==> config.mk <==
export PLATFORM = sky130hd
export DESIGN_NAME = multi_cycle_control
export DESIGN_NICKNAME = d
export VERILOG_FILES = /design/src/rtl/multi_cycle_control.sv
export SDC_FILE = /design/constraint.sdc
export NUM_CORES = 1
export LEC_CHECK = 0
export CAP_MARGIN = 15
export CELL_PAD_IN_SITES_DETAIL_PLACEMENT = 1
export CELL_PAD_IN_SITES_GLOBAL_PLACEMENT = 1
export CORE_MARGIN = 2
export CORE_UTILIZATION = 25
export DETAILED_ROUTE_END_ITERATION = 10
export DONT_BUFFER_PORTS = 1
export HOLD_SLACK_MARGIN = 0.12
export PLACE_DENSITY_LB_ADDON = 0.1
export SYNTH_ARGS = -nofsm -noshare
export SYNTH_HDL_FRONTEND = slang
export SYNTH_SLANG_ARGS = --single-unit
==> constraint.sdc <==
create_clock -name CLK -period 1.9 [get_ports CLK]
set_input_delay 0.285 -clock CLK [delete_from_list [all_inputs] [get_ports CLK]]
set_output_delay 0.285 -clock CLK [all_outputs]
set_load 0.01 [all_outputs]
==> src/rtl/multi_cycle_control.sv <==
// Multicycle controller for the MIPS-subset CPU: steps each instruction through IF/ID/EXE/MEM/WB
// and drives all datapath enables and selects combinationally from the current state and IR fields.
module multi_cycle_control (
    input  logic       CLK,
    input  logic       Reset,
    input  logic [5:0] op,
    input  logic [5:0] funct,
    input  logic       zero,
    input  logic       sign,
    output logic [2:0] state,
    output logic       PCWre,
    output logic [1:0] PCSrc,
    output logic       IRWre,
    output logic       RegWre,
    output logic [1:0] RegDst,
    output logic       WrRegDSrc,
    output logic       ALUSrcA,
    output logic       ALUSrcB,
    output logic       ExtSel,
    output logic [2:0] ALUOp,
    output logic       mRD,
    output logic       mWR,
    output logic       DBDataSrc
);

    typedef enum logic [2:0] {
        S_IF   = 3'b000,
        S_ID   = 3'b001,
        S_EXE  = 3'b010,
        S_MEM  = 3'b011,
        S_WB   = 3'b100,
        S_HALT = 3'b111
    } state_t;

    state_t state_q, state_d;

    logic is_rtype;
    logic r_add, r_sub, r_and, r_or, r_slt, r_sll, r_jr, r_alu;
    logic i_addiu, i_andi, i_ori, i_slti, i_lw, i_sw;
    logic i_beq, i_bne, i_bgtz, i_j, i_jal, i_halt;
    logic imm_alu, is_branch, known, br_taken;
    logic       alu_a, alu_b, ext;
    logic [2:0] alu_op;

    assign is_rtype = (op == 6'b000000);
    assign r_add    = is_rtype && (funct == 6'b100000);
    assign r_sub    = is_rtype && (funct == 6'b100010);
    assign r_and    = is_rtype && (funct == 6'b100100);
    assign r_or     = is_rtype && (funct == 6'b100101);
    assign r_slt    = is_rtype && (funct == 6'b101010);
    assign r_sll    = is_rtype && (funct == 6'b000000);
    assign r_jr     = is_rtype && (funct == 6'b001000);
    assign r_alu    = r_add | r_sub | r_and | r_or | r_slt | r_sll;

    assign i_addiu = (op == 6'b001001);
    assign i_andi  = (op == 6'b001100);
    assign i_ori   = (op == 6'b001101);
    assign i_slti  = (op == 6'b001010);
    assign i_lw    = (op == 6'b100011);
    assign i_sw    = (op == 6'b101011);
    assign i_beq   = (op == 6'b000100);
    assign i_bne   = (op == 6'b000101);
    assign i_bgtz  = (op == 6'b000111);
    assign i_j     = (op == 6'b000010);
    assign i_jal   = (op == 6'b000011);
    assign i_halt  = (op == 6'b111111);

    assign imm_alu   = i_addiu | i_andi | i_ori | i_slti;
    assign is_branch = i_beq | i_bne | i_bgtz;
    assign known     = r_alu | r_jr | imm_alu | i_lw | i_sw | is_branch | i_j | i_jal | i_halt;
    // bgtz compares rs against $0, so rs > 0 means a nonzero, non-negative difference
    assign br_taken  = (i_beq & zero) | (i_bne & ~zero) | (i_bgtz & ~zero & ~sign);

    // ALU setup for the current instruction; only driven out in EXE/MEM/WB
    always_comb begin
        alu_a  = r_sll;
        alu_b  = imm_alu | i_lw | i_sw;
        ext    = ~(i_andi | i_ori);
        alu_op = 3'b000;
        if (is_branch || r_sub)  alu_op = 3'b001;
        else if (i_andi || r_and) alu_op = 3'b010;
        else if (i_ori || r_or)   alu_op = 3'b011;
        else if (i_slti || r_slt) alu_op = 3'b100;
        else if (r_sll)           alu_op = 3'b101;
    end

    always_ff @(posedge CLK) begin
        if (Reset) state_q <= S_IF;
        else       state_q <= state_d;
    end

    always_comb begin
        state_d   = S_IF;
        PCWre     = 1'b0;
        PCSrc     = 2'b00;
        IRWre     = 1'b0;
        RegWre    = 1'b0;
        RegDst    = 2'b00;
        WrRegDSrc = 1'b0;
        ALUSrcA   = 1'b0;
        ALUSrcB   = 1'b0;
        ExtSel    = 1'b0;
        ALUOp     = 3'b000;
        mRD       = 1'b0;
        mWR       = 1'b0;
        DBDataSrc = 1'b0;

        if (state_q == S_EXE || state_q == S_MEM || state_q == S_WB) begin
            ALUSrcA = alu_a;
            ALUSrcB = alu_b;
            ExtSel  = ext;
            ALUOp   = alu_op;
        end

        case (state_q)
            S_IF: begin
                IRWre   = 1'b1;
                state_d = S_ID;
            end
            S_ID: begin
                if (i_halt) begin
                    state_d = S_HALT;
                end else if (i_j || i_jal || r_jr || !known) begin
                    // jumps and unknown opcodes retire here; unknown ones just advance to PC+4
                    PCWre = 1'b1;
                    if (i_j || i_jal) PCSrc = 2'b11;
                    else if (r_jr)    PCSrc = 2'b10;
                    if (i_jal) begin
                        RegWre = 1'b1;
                        RegDst = 2'b10;
                    end
                    state_d = S_IF;
                end else begin
                    state_d = S_EXE;
                end
            end
            S_EXE: begin
                if (is_branch) begin
                    PCWre   = 1'b1;
                    PCSrc   = br_taken ? 2'b01 : 2'b00;
                    state_d = S_IF;
                end else if (i_lw || i_sw) begin
                    state_d = S_MEM;
                end else begin
                    state_d = S_WB;
                end
            end
            S_MEM: begin
                if (i_lw) begin
                    mRD     = 1'b1;
                    state_d = S_WB;
                end else if (i_sw) begin
                    mWR   = 1'b1;
                    PCWre = 1'b1;
                end
            end
            S_WB: begin
                RegWre    = 1'b1;
                WrRegDSrc = 1'b1;
                RegDst    = is_rtype ? 2'b01 : 2'b00;
                DBDataSrc = i_lw;
                PCWre     = 1'b1;
            end
            S_HALT:  state_d = S_HALT;
            default: state_d = S_IF;
        endcase

        // a reset cycle must not commit any architectural write
        if (Reset) begin
            PCWre  = 1'b0;
            IRWre  = 1'b0;
            RegWre = 1'b0;
            mRD    = 1'b0;
            mWR    = 1'b0;
            PCSrc  = 2'b00;
        end
    end

    assign state = state_q;

endmodule

==> metrics.md <==
| Metric | Value |
|---|---|
| Status | `finished with violations` |
| Failing checks | `setup timing` |
| Gr usage total | `15.0%` |
| Pint | `0.189 mW` |
| DP Area | `832 µm²` |
| Number of top-level pins | `36` |
| Antenna-violating nets left | `0` |
| Share of cells above drive strength 1 | `29.6%` |
| Total die area | `0.00315 mm²` |
| Switching share of power | `31.2%` |
| Comb power frac | `32.3%` |
| H-tree levels | `1` |
| Final WL | `2430 µm` |
| Core area | `0.00252 mm²` |
| Drt wl/cell | `15.7 µm` |
| Post-synth cell types | `40` |
| Die W | `56.1 µm` |
| # fillers | `334` |
| Residual DRC | `0` |
| Post-Syn Nets | `126` |
| Nets | `142` |
| Crit end category | `output port` |
| Max VDD drop | `199 µV` |
| Power Dens Cells | `304 mW/mm²` |
| Place WS | `-0.137 ns` |
| Worst clock skew | `0.00186 ns` |
| Global-route wire length before repair | `3840 µm` |
| Setup violations, final | `5` |
| Worst-path clk slew | `0.04 ns` |
| Post-Syn Area | `679 µm²` |
| Vias | `864` |
| Site Rows | `18` |
| Power Total | `0.275 mW` |
| Initial antenna violation count | `0` |
| NetSw | `0.0859 mW` |
| Vias/cell | `5.57` |
| Pre-antenna DRT Iters | `2` |
| Diode count | `0` |
| Detailed Place HPWL | `1920 µm` |
| Post-synthesis average cell area | `6.18 µm²` |
| TritonCTS clock tree | `done` |
| Port Buf Inserts | `0` |
| Root buf cell | `clkbuf_4` |
| Die height | `56.1 µm` |
| Dpl cells | `150` |
| Sequential-to-total area share from yosys stat | `8.84%` |
| Starting density of the core | `26.9%` |
| Minimum clock period | `2.02 ns` |
| Fin cells | `155` |
| Kind of critical path | `primary input to output port` |
| RSZ-0062 raised after global routing | `yes` |
| Synth Instances | `110` |
| Fmax | `0.494 GHz` |
| Maximum Capacitance Violations | `0` |
| CTS Buffer Depth | `2` |
| Largest net degree at the start of global routing | `16` |
| Critical Path RT | `1.62 ns` |
| Final Core Density | `35.9%` |
| Most common cell after layout, fill and taps aside | `buf_4` |
| Flop pwr share | `25.5%` |
| Grt total ovfl | `0` |
| GP Congestion | `0.779` |
| Worst-Skew Late Latency | `0.24 ns` |
| Worst slew margin | `64.5%` |
| CTS sink count | `3` |
| Path type of the worst min-delay path | `primary input to flip-flop` |
| Worst slew pin tran | `0.527 ns` |
| Post-synthesis sequential element count | `3` |
| Yosys warning total | `0` |
| Worst Path Max Fanout | `8` |
| Leakage power | `0.329 nW` |
| Fin area | `906 µm²` |
| Max reg flops | `3` |
| Most frequent cells in the layout | `18 x buf_4, 13 x nor2_1, 10 x a21oi_1, 7 x nand2_1, 7 x nor4_1` |
| Clk pwr share | `42.3%` |
| Setup Fix Bufs, Post-CTS | `0` |
| Startpoint Class | `primary input` |
| Fin Hold WS | `0.354 ns` |
| Worst path arrival time | `1.74 ns` |
| Vias in the first global route | `810` |
| Initial DRC count | `19` |
| Area Growth Syn to Fin | `33.3%` |
| Hold Violations, Final | `0` |
| Final period util | `107%` |
| Max-slew violation count | `0` |
| Final setup TNS | `-0.482 ns` |
| Slack of the critical path | `-0.125 ns` |
| Num CTS Buffers | `3` |
## power groups by stage
stage                     Combinational [mW]  Clock [mW]  Sequential, mW
final                                 0.0888       0.116          0.0701
after global routing                  0.0991       0.127          0.0705
after CTS                             0.0882       0.120          0.0699
after detailed placement              0.0847           0          0.0705
after global placement                0.0841           0          0.0708
after floorplan                       0.0766           0          0.0708
## per-layer routing
layer	part of all wire (%)	global-route usage, %
met1	50	21.6
met2	44	22.0
met3	5.7	4.19
met4	0	3.06
met5	0	0
## worst max-delay path: stages
cell	delay [ns]
or4_4	0.51
or4_4	0.45
a21oi_2	0.14
nor4_1	0.06
o31a_1	0.28
## synth_stat cells (all sizes together)
cell	number	area [µm²]
and2	1	6.26
o311ai	1	8.76
nand3b	1	7.51
nor4bb	1	10.0
nor3b	3	22.5
a31oi	2	12.5
clkbuf	6	22.5
o31a	1	8.76
a21oi	11	58.8
or3b	1	8.76
or3	2	12.5
or4	2	22.5
nand3	3	15.0
nor4	9	56.3
nor3	9	50.1
inv	3	11.3
buf	2	15.0
o22ai	1	6.26
nand4	1	6.26
xnor2	1	8.76
and3b	1	8.76
maj3	1	10.0
o21bai	1	7.51
dfxtp	3	60.1
and2b	1	8.76
nor2b	3	18.8
nand4b	1	8.76
and3	2	12.5
nand2	7	26.3
a21o	2	15.0
nand2b	2	12.5
or2	2	12.5
o21ai	6	30.0
nor2	14	52.6
o21a	1	7.51
a211o	1	8.76
nor4b	1	8.76
## final cells by class
| class | instances | area (µm²) | area share (%) |
|---|---|---|---|
| Clock buffer | 4 | 26.3 | 2.90 |
| Inverter | 3 | 11.3 | 1.24 |
| Multi-Input combinational cell | 96 | 624 | 68.9 |
| Sequential cell | 3 | 61.3 | 6.77 |
| Tap cell | 30 | 37.5 | 4.14 |
| Timing Repair Buffer | 19 | 145 | 16.0 |
## logic make-up after synthesis
kind of cell             synth area share (%)
flip-flops                               8.84
adder cells (fa/ha/maj)                  1.47
AND/OR/NAND/NOR                          57.1
buffers and inverters                    7.18
AO/OA/AOI/OAI                            24.1
XOR/XNOR                                 1.29
## final timing paths
| check | slack [ns] | to | cells after the start | start |
|---|---|---|---|---|
| max | -0.12 | PCWre | 5 | op[0] |
| min | 0.35 | state[2]$_SDFF_PP0_ | 3 | op[3] |
| max reg2reg | 0.59 | state[1]$_SDFF_PP0_ | 5 | state[2]$_SDFF_PP0_ |
| min reg2reg | 0.68 | state[0]$_SDFF_PP0_ | 3 | state[1]$_SDFF_PP0_ |
## repair_timing
action	CTS	global route
gates cloned	0	0
endpoints found under the setup margin	8	11
resized for setup	3	5
pin swaps	2	2
hold buffers	1	0
endpoints found under the hold margin	3	0
(Power assumes the default switching activity.)
